**src/rtl/matrix_pkg.sv**
```systemverilog
// ---------------------------------------------------------------------------
// matrix_pkg
//   Definitions shared by the matrix multiplier and its result collector.
//   - DEF_M / DEF_W : default matrix dimension and data word width.
//   - idx_w()       : index width for a given count, clog2 with a minimum of 1.
//   - wr_state_t    : encoding of the collector's write FSM.
// ---------------------------------------------------------------------------
package matrix_pkg;

  localparam int DEF_M = 4;
  localparam int DEF_W = 32;

  // Index width for n items. A single-entry dimension still needs one bit
  // so that the index ports never collapse to zero width.
  function automatic int idx_w(input int n);
    int w;
    w = $clog2(n);
    return (w < 1) ? 1 : w;
  endfunction

  typedef enum logic [1:0] {
    S_RECV = 2'd0,
    S_ACK  = 2'd1,
    S_DROP = 2'd2
  } wr_state_t;

endpackage

```
**src/rtl/result_ram.sv**
```systemverilog
// ---------------------------------------------------------------------------
// result_ram
//   M*M x W storage for the result matrix. One write port and one registered
//   read port, both addressed by (row, column). Out-of-range indices, which
//   can occur when M is not a power of two, are filtered on both ports: a
//   write is dropped and a read returns zero.
//
// Ports
//   clk      : clock, rising edge.
//   rst      : synchronous active-low reset; clears the read register only.
//   we       : write enable.
//   wr_i/j   : write row / column.
//   wr_data  : write word.
//   re       : read enable; rd_data/rd_valid update on the next edge.
//   rd_i/j   : read row / column.
//   rd_data  : registered read word (holds when re is low).
//   rd_valid : one-cycle pulse accompanying a read.
// ---------------------------------------------------------------------------
module result_ram
  import matrix_pkg::*;
#(
  parameter int M     = DEF_M,
  parameter int W     = DEF_W,
  parameter int IDX_W = idx_w(M),
  parameter int AW    = idx_w(M * M)
) (
  input  logic             clk,
  input  logic             rst,
  input  logic             we,
  input  logic [IDX_W-1:0] wr_i,
  input  logic [IDX_W-1:0] wr_j,
  input  logic [W-1:0]     wr_data,
  input  logic             re,
  input  logic [IDX_W-1:0] rd_i,
  input  logic [IDX_W-1:0] rd_j,
  output logic [W-1:0]     rd_data,
  output logic             rd_valid
);

  logic [W-1:0] mem [M*M];

  function automatic logic in_range(input logic [IDX_W-1:0] i,
                                    input logic [IDX_W-1:0] j);
    return (int'(i) < M) && (int'(j) < M);
  endfunction

  // Row-major linear address i*M + j.
  function automatic logic [AW-1:0] addr_of(input logic [IDX_W-1:0] i,
                                            input logic [IDX_W-1:0] j);
    return AW'(int'(i) * M + int'(j));
  endfunction

  logic wr_ok;
  logic rd_ok;

  assign wr_ok = we && in_range(wr_i, wr_j);
  assign rd_ok = in_range(rd_i, rd_j);

  // Storage has no reset: the result matrix survives reset and clear.
  always_ff @(posedge clk) begin
    if (wr_ok) begin
      mem[addr_of(wr_i, wr_j)] <= wr_data;
    end
  end

  // Read register. A same-cycle write to the read address lands after this
  // sample, so the read returns the pre-write word.
  always_ff @(posedge clk) begin
    if (!rst) begin
      rd_data  <= '0;
      rd_valid <= 1'b0;
    end else begin
      rd_valid <= re;
      if (re) begin
        rd_data <= rd_ok ? mem[addr_of(rd_i, rd_j)] : '0;
      end
    end
  end

endmodule

```
**src/rtl/matrix_result_collector.sv**
```systemverilog
// ---------------------------------------------------------------------------
// matrix_result_collector
//   Sink for the matrix multiplier's result stream. Each (z_in, z_i, z_j)
//   strobe is written into an M*M result store; later strobes to the same
//   (i,j) overwrite earlier ones, so the last partial sum per element is the
//   final C value. After the multiplier's done pulse the matrix is marked
//   complete and random-access reads are served from the store.
//
// Ports
//   clk, rst    : clock and synchronous active-low reset.
//   z_in        : result word from the multiplier.
//   z_i, z_j    : row / column of z_in.
//   z_stb       : result valid, held by the source until it sees z_ack.
//   z_ack       : one-cycle acknowledge.
//   mul_done    : one-cycle completion pulse from the multiplier.
//   clear       : start a new collection (drops complete, zeroes wr_count).
//   complete    : result matrix valid, reads enabled.
//   wr_count    : accepted strobes since clear/reset, saturating.
//   rd_req      : read request (honoured only while complete).
//   rd_i, rd_j  : read row / column.
//   rd_data     : registered read word.
//   rd_valid    : one-cycle pulse, rd_data valid.
//   fsm_state   : current write FSM state, for observation.
//
// Handshake: the source raises z_stb with stable z_in/z_i/z_j and holds them
// until it observes z_ack. A capture happens on the first edge that samples
// z_stb high in S_RECV; z_ack is high for exactly the following cycle. The
// source must then drop z_stb, and no new capture is taken until z_stb has
// been sampled low, so a strobe that is retired late is never written twice.
// ---------------------------------------------------------------------------
module matrix_result_collector
  import matrix_pkg::*;
#(
  parameter int M     = DEF_M,
  parameter int W     = DEF_W,
  parameter int IDX_W = idx_w(M)
) (
  input  logic             clk,
  input  logic             rst,
  input  logic [W-1:0]     z_in,
  input  logic [IDX_W-1:0] z_i,
  input  logic [IDX_W-1:0] z_j,
  input  logic             z_stb,
  output logic             z_ack,
  input  logic             mul_done,
  input  logic             clear,
  output logic             complete,
  output logic [15:0]      wr_count,
  input  logic             rd_req,
  input  logic [IDX_W-1:0] rd_i,
  input  logic [IDX_W-1:0] rd_j,
  output logic [W-1:0]     rd_data,
  output logic             rd_valid,
  output wr_state_t        fsm_state
);

  wr_state_t state;
  logic      capture;
  logic      rd_en;

  assign capture   = (state == S_RECV) && z_stb;
  assign rd_en     = rd_req && complete;
  assign fsm_state = state;

  // Write FSM, strobe counter and completion flag.
  always_ff @(posedge clk) begin
    if (!rst) begin
      state    <= S_RECV;
      z_ack    <= 1'b0;
      complete <= 1'b0;
      wr_count <= '0;
    end else begin
      case (state)
        S_RECV: begin
          z_ack <= 1'b0;
          if (z_stb) begin
            z_ack <= 1'b1;
            state <= S_ACK;
          end
        end
        S_ACK: begin
          z_ack <= 1'b0;
          state <= S_DROP;
        end
        S_DROP: begin
          z_ack <= 1'b0;
          if (!z_stb) begin
            state <= S_RECV;
          end
        end
        default: begin
          z_ack <= 1'b0;
          state <= S_RECV;
        end
      endcase

      // clear dominates mul_done. A capture in the clear cycle still counts,
      // so the new collection starts at one.
      if (clear) begin
        complete <= 1'b0;
        wr_count <= capture ? 16'd1 : 16'd0;
      end else begin
        if (mul_done) begin
          complete <= 1'b1;
        end
        if (capture && (wr_count != 16'hFFFF)) begin
          wr_count <= wr_count + 16'd1;
        end
      end
    end
  end

  // The write is gated by rst so a strobe sampled during reset is not stored.
  result_ram #(
    .M    (M),
    .W    (W),
    .IDX_W(IDX_W),
    .AW   (idx_w(M * M))
  ) u_ram (
    .clk     (clk),
    .rst     (rst),
    .we      (capture && rst),
    .wr_i    (z_i),
    .wr_j    (z_j),
    .wr_data (z_in),
    .re      (rd_en),
    .rd_i    (rd_i),
    .rd_j    (rd_j),
    .rd_data (rd_data),
    .rd_valid(rd_valid)
  );

endmodule

```
**config.mk**
```make
export PLATFORM = sky130hd
export DESIGN_NAME = matrix_result_collector
export DESIGN_NICKNAME = d
export VERILOG_FILES = /design/src/rtl/matrix_pkg.sv /design/src/rtl/result_ram.sv /design/src/rtl/matrix_result_collector.sv
export SDC_FILE = /design/constraint.sdc
export NUM_CORES = 1
export LEC_CHECK = 0
export CORE_UTILIZATION = 40
export CTS_BUF_LIST = sky130_fd_sc_hd__clkbuf_4 sky130_fd_sc_hd__clkbuf_8 sky130_fd_sc_hd__clkbuf_16
export DETAILED_ROUTE_END_ITERATION = 8
export GPL_TIMING_DRIVEN = 0
export PLACE_DENSITY_LB_ADDON = 0.05
export SYNTH_ARGS = -nofsm -noshare
export SYNTH_HDL_FRONTEND = slang
export SYNTH_SLANG_ARGS = --single-unit
```
**constraint.sdc**
```tcl
create_clock -name clk -period 7.7 [get_ports clk]
set_input_delay 1.54 -clock clk [delete_from_list [all_inputs] [get_ports clk]]
set_output_delay 1.54 -clock clk [all_outputs]
set_load 0.05 [all_outputs]
```
==> metrics.txt <==
top-area cell type share of the netlist area 71.8%; EDFF count, synth 512; Total Wirelength approximately 53000 um; Mapped Cells 1069; Post CTS Setup Buffer Count 0; M1 WL 24000 um; RD Place Congestion 0.748; Final min period roughly 4.5 ns; Yosys cell types 44; Req. time, crit path 8.03 ns; PortBufs 96; Post-Synthesis Mean Instance Area 20.0 um^2; Hold Buf Count CTS 0; crit path buf inv count 5; type of the most critical hold path reg -> reg; wire per inst between 20 and 30 um; # fillers between 4k and 5k; Syn Nets 1116; crit path DAT 4.87 ns; worst slew pin tran 0.996 ns; root buffer cell clkbuf_16; Final period util 58.9%; synthesis warning total 0; DR WL met2 about 26000 um; Post-synth top cells 512 x edfxtp_1, 95 x mux4_2, 68 x mux2i_1, 53 x dfxtp_1, 40 x nand2_1; Worst path max stage delay 0.86 ns; Leak around 0.0084 uW; worst IR drop on VDD about 0.18 mV; Vias/cell 5.48; Post-DRT Antenna Nets 0; Tot GR Track Use 20.1%; Critical path origin z_stb; Main synth FF type edfxtp_1; clock sinks 565; IO Pins 99; RSZ-0062 raised after global routing false; total power 6540 uW; cell family with most CP delay simple AND/OR/NAND/NOR gates; Num CTS Buffers 60; clock slew at reported path FFs about 0.060 ns; kind of end point of the critical path flop; initial antenna violation count 0; total core area roughly 53000 um^2; full die area between 50000 and 60000 um^2; vias in the first global route about 11k; first-pass GRT wire length 77900 um; cells taking the most area after synthesis edfxtp_1 72%, mux4_2 10%, dfxtp_1 5.0%; final core occ 48.9%; pwr/cell area 253 nW/um^2; worst-path fanout max 10; most common cell in the synthesized netlist edfxtp_1; global route overflow 0; Post-Synthesis Cell Area 21400 um^2; Synth Register Bits 565; met3 WL post-DR 2080 um; Syn-to-layout area delta 20.6%; reg2reg start fsm_state[1]; Synth area leader edfxtp_1; failing checks DRC; post-DP HPWL 33600 um; sequential cell area fraction in the yosys report 76.8%; Pre-Repair DR Iteration Count 8; Max clock buf depth 3; uppermost layer routed met4; Final Hold Viols 0; fraction of layout cells with a size suffix above 1 22.8%; Layout Skew roughly 0.012 ns; CTS resizes 0; Critical-path top delay cell nor3_2; largest net degree at the start of global routing 21; critical path class in -> reg; FMAX 0.221 GHz; Iter 0 DRT Violations 842; max cap viols 0; die span in x ~230 um; status complete, but fails checks; DRC violations left 6; Worst slew margin 33.2%; clock latency on the worst-skew pair 0.63 ns; worst-path cell chain clkdlybuf4s50_1, or3b_1, buf_2, clkbuf_1, nor2_1, nand3_1, nor3_2, buf_4, buf_6; type of origin of the critical path input port; H-tree depth 2; async set-reset flop share out of synthesis 0%; row count 84; Vias 10.9k; hold path startpoint u_ram.rd_data[28]; Antenna Cells 0; final net count 1305; Initial Util 40.6%; fin. max-slew vios 0; Die Y 233 um; TritonCTS clock tree yes; final setup fails 0
## power breakdown
part           leakage [uW]  total (uW)  switching [uW]  internal [uW]
clock              0.000990        2850            1170           1680
combinational       0.00237         313             194            120
sequential          0.00504        3380            9.85           3370
## registers in the layout, indices dropped and copies added, names as in the netlist
signal / count
z_ack: 1
wr_count: 16
u_ram.rd_valid: 1
fsm_state: 2
complete: 1
u_ram.mem: 512
u_ram.rd_data: 32
## path summary, 6_finish.rpt
path / end / slack, ns / cells past startpoint
setup / recovery: u_ram.mem[12][5] / 3.17 / 9
hold reg to reg: u_ram.rd_data[28] / 0.50 / 2
setup reg to reg: u_ram.mem[12][5] / 4.22 / 8
hold / removal: u_ram.rd_data[28] / 0.50 / 2
## logic make-up after synthesis
| group | count (synthesis) | synth area share (%) |
|---|---|---|
| flops | 565 | 76.8 |
| compound gates | 126 | 4.13 |
| fa+ha+maj | 1 | 0.0584 |
| simple gates | 122 | 2.95 |
| mux | 194 | 14.8 |
| buf+inv | 61 | 1.28 |
## worst min-delay path: stages (launching register included)
cell and delay (ns):
dfxtp_1 0.33, a22oi_1 0.08, nand2_1 0.06
## layout make-up
cell class	count	area [um^2]	area share, %
inverters	3	11.3	0.0436
flip-flops and latches	565	16400	63.6
multi-input cells	443	4810	18.6
clock buffers	86	1760	6.80
plain buffers	58	263	1.02
repair buffers	127	1480	5.74
well taps	688	861	3.33
clock inverters	27	208	0.804
## per-layer routing
layer,up-vias,global-route usage [%]
met5,-,0
met4,0,5.64
met3,68,2.59
met2,227,33.2
met1,5796,27.9
li1,4848,-
## per-stage QoR
stage	hold WS [ns]	cells	setup slack (ns)	TNS [ns]	cell area, um^2
3_3_place_gp	0.484	1853	-1.55	-189.10	23200
2_1_floorplan	0.621	1069	2.45	0	21400
5_1_grt	0.523	1997	2.95	0	25800
4_1_cts	0.499	1997	3.14	0	25800
3_5_place_dp	0.485	1884	2.49	0	23900
6_report	0.497	1997	3.17	0	25800
## cells in the final DEF (no fill, tap or decap), types with 6 or more instances in the layout
master,Yosys,routed
clkbuf_1,31,31
o21ai_0,7,7
mux4_2,95,95
o21ai_1,26,26
a22oi_1,31,31
buf_2,15,15
nand3_1,9,9
a221oi_1,31,31
buf_16,0,6
buf_12,0,8
clkbuf_4,0,20
clkbuf_16,0,62
mux2_2,31,31
nor2_4,0,12
buf_4,7,8
buf_6,0,14
nand4_1,6,6
a21oi_1,12,12
edfxtp_1,512,512
mux2i_1,68,68
dfxtp_1,53,53
clkdlybuf4s50_1,0,96
clkinv_1,0,13
nand2_1,40,40
clkinv_2,0,9
o31ai_1,6,6
or4_1,9,9
nor2_1,21,9
(Power assumes the default switching activity.)
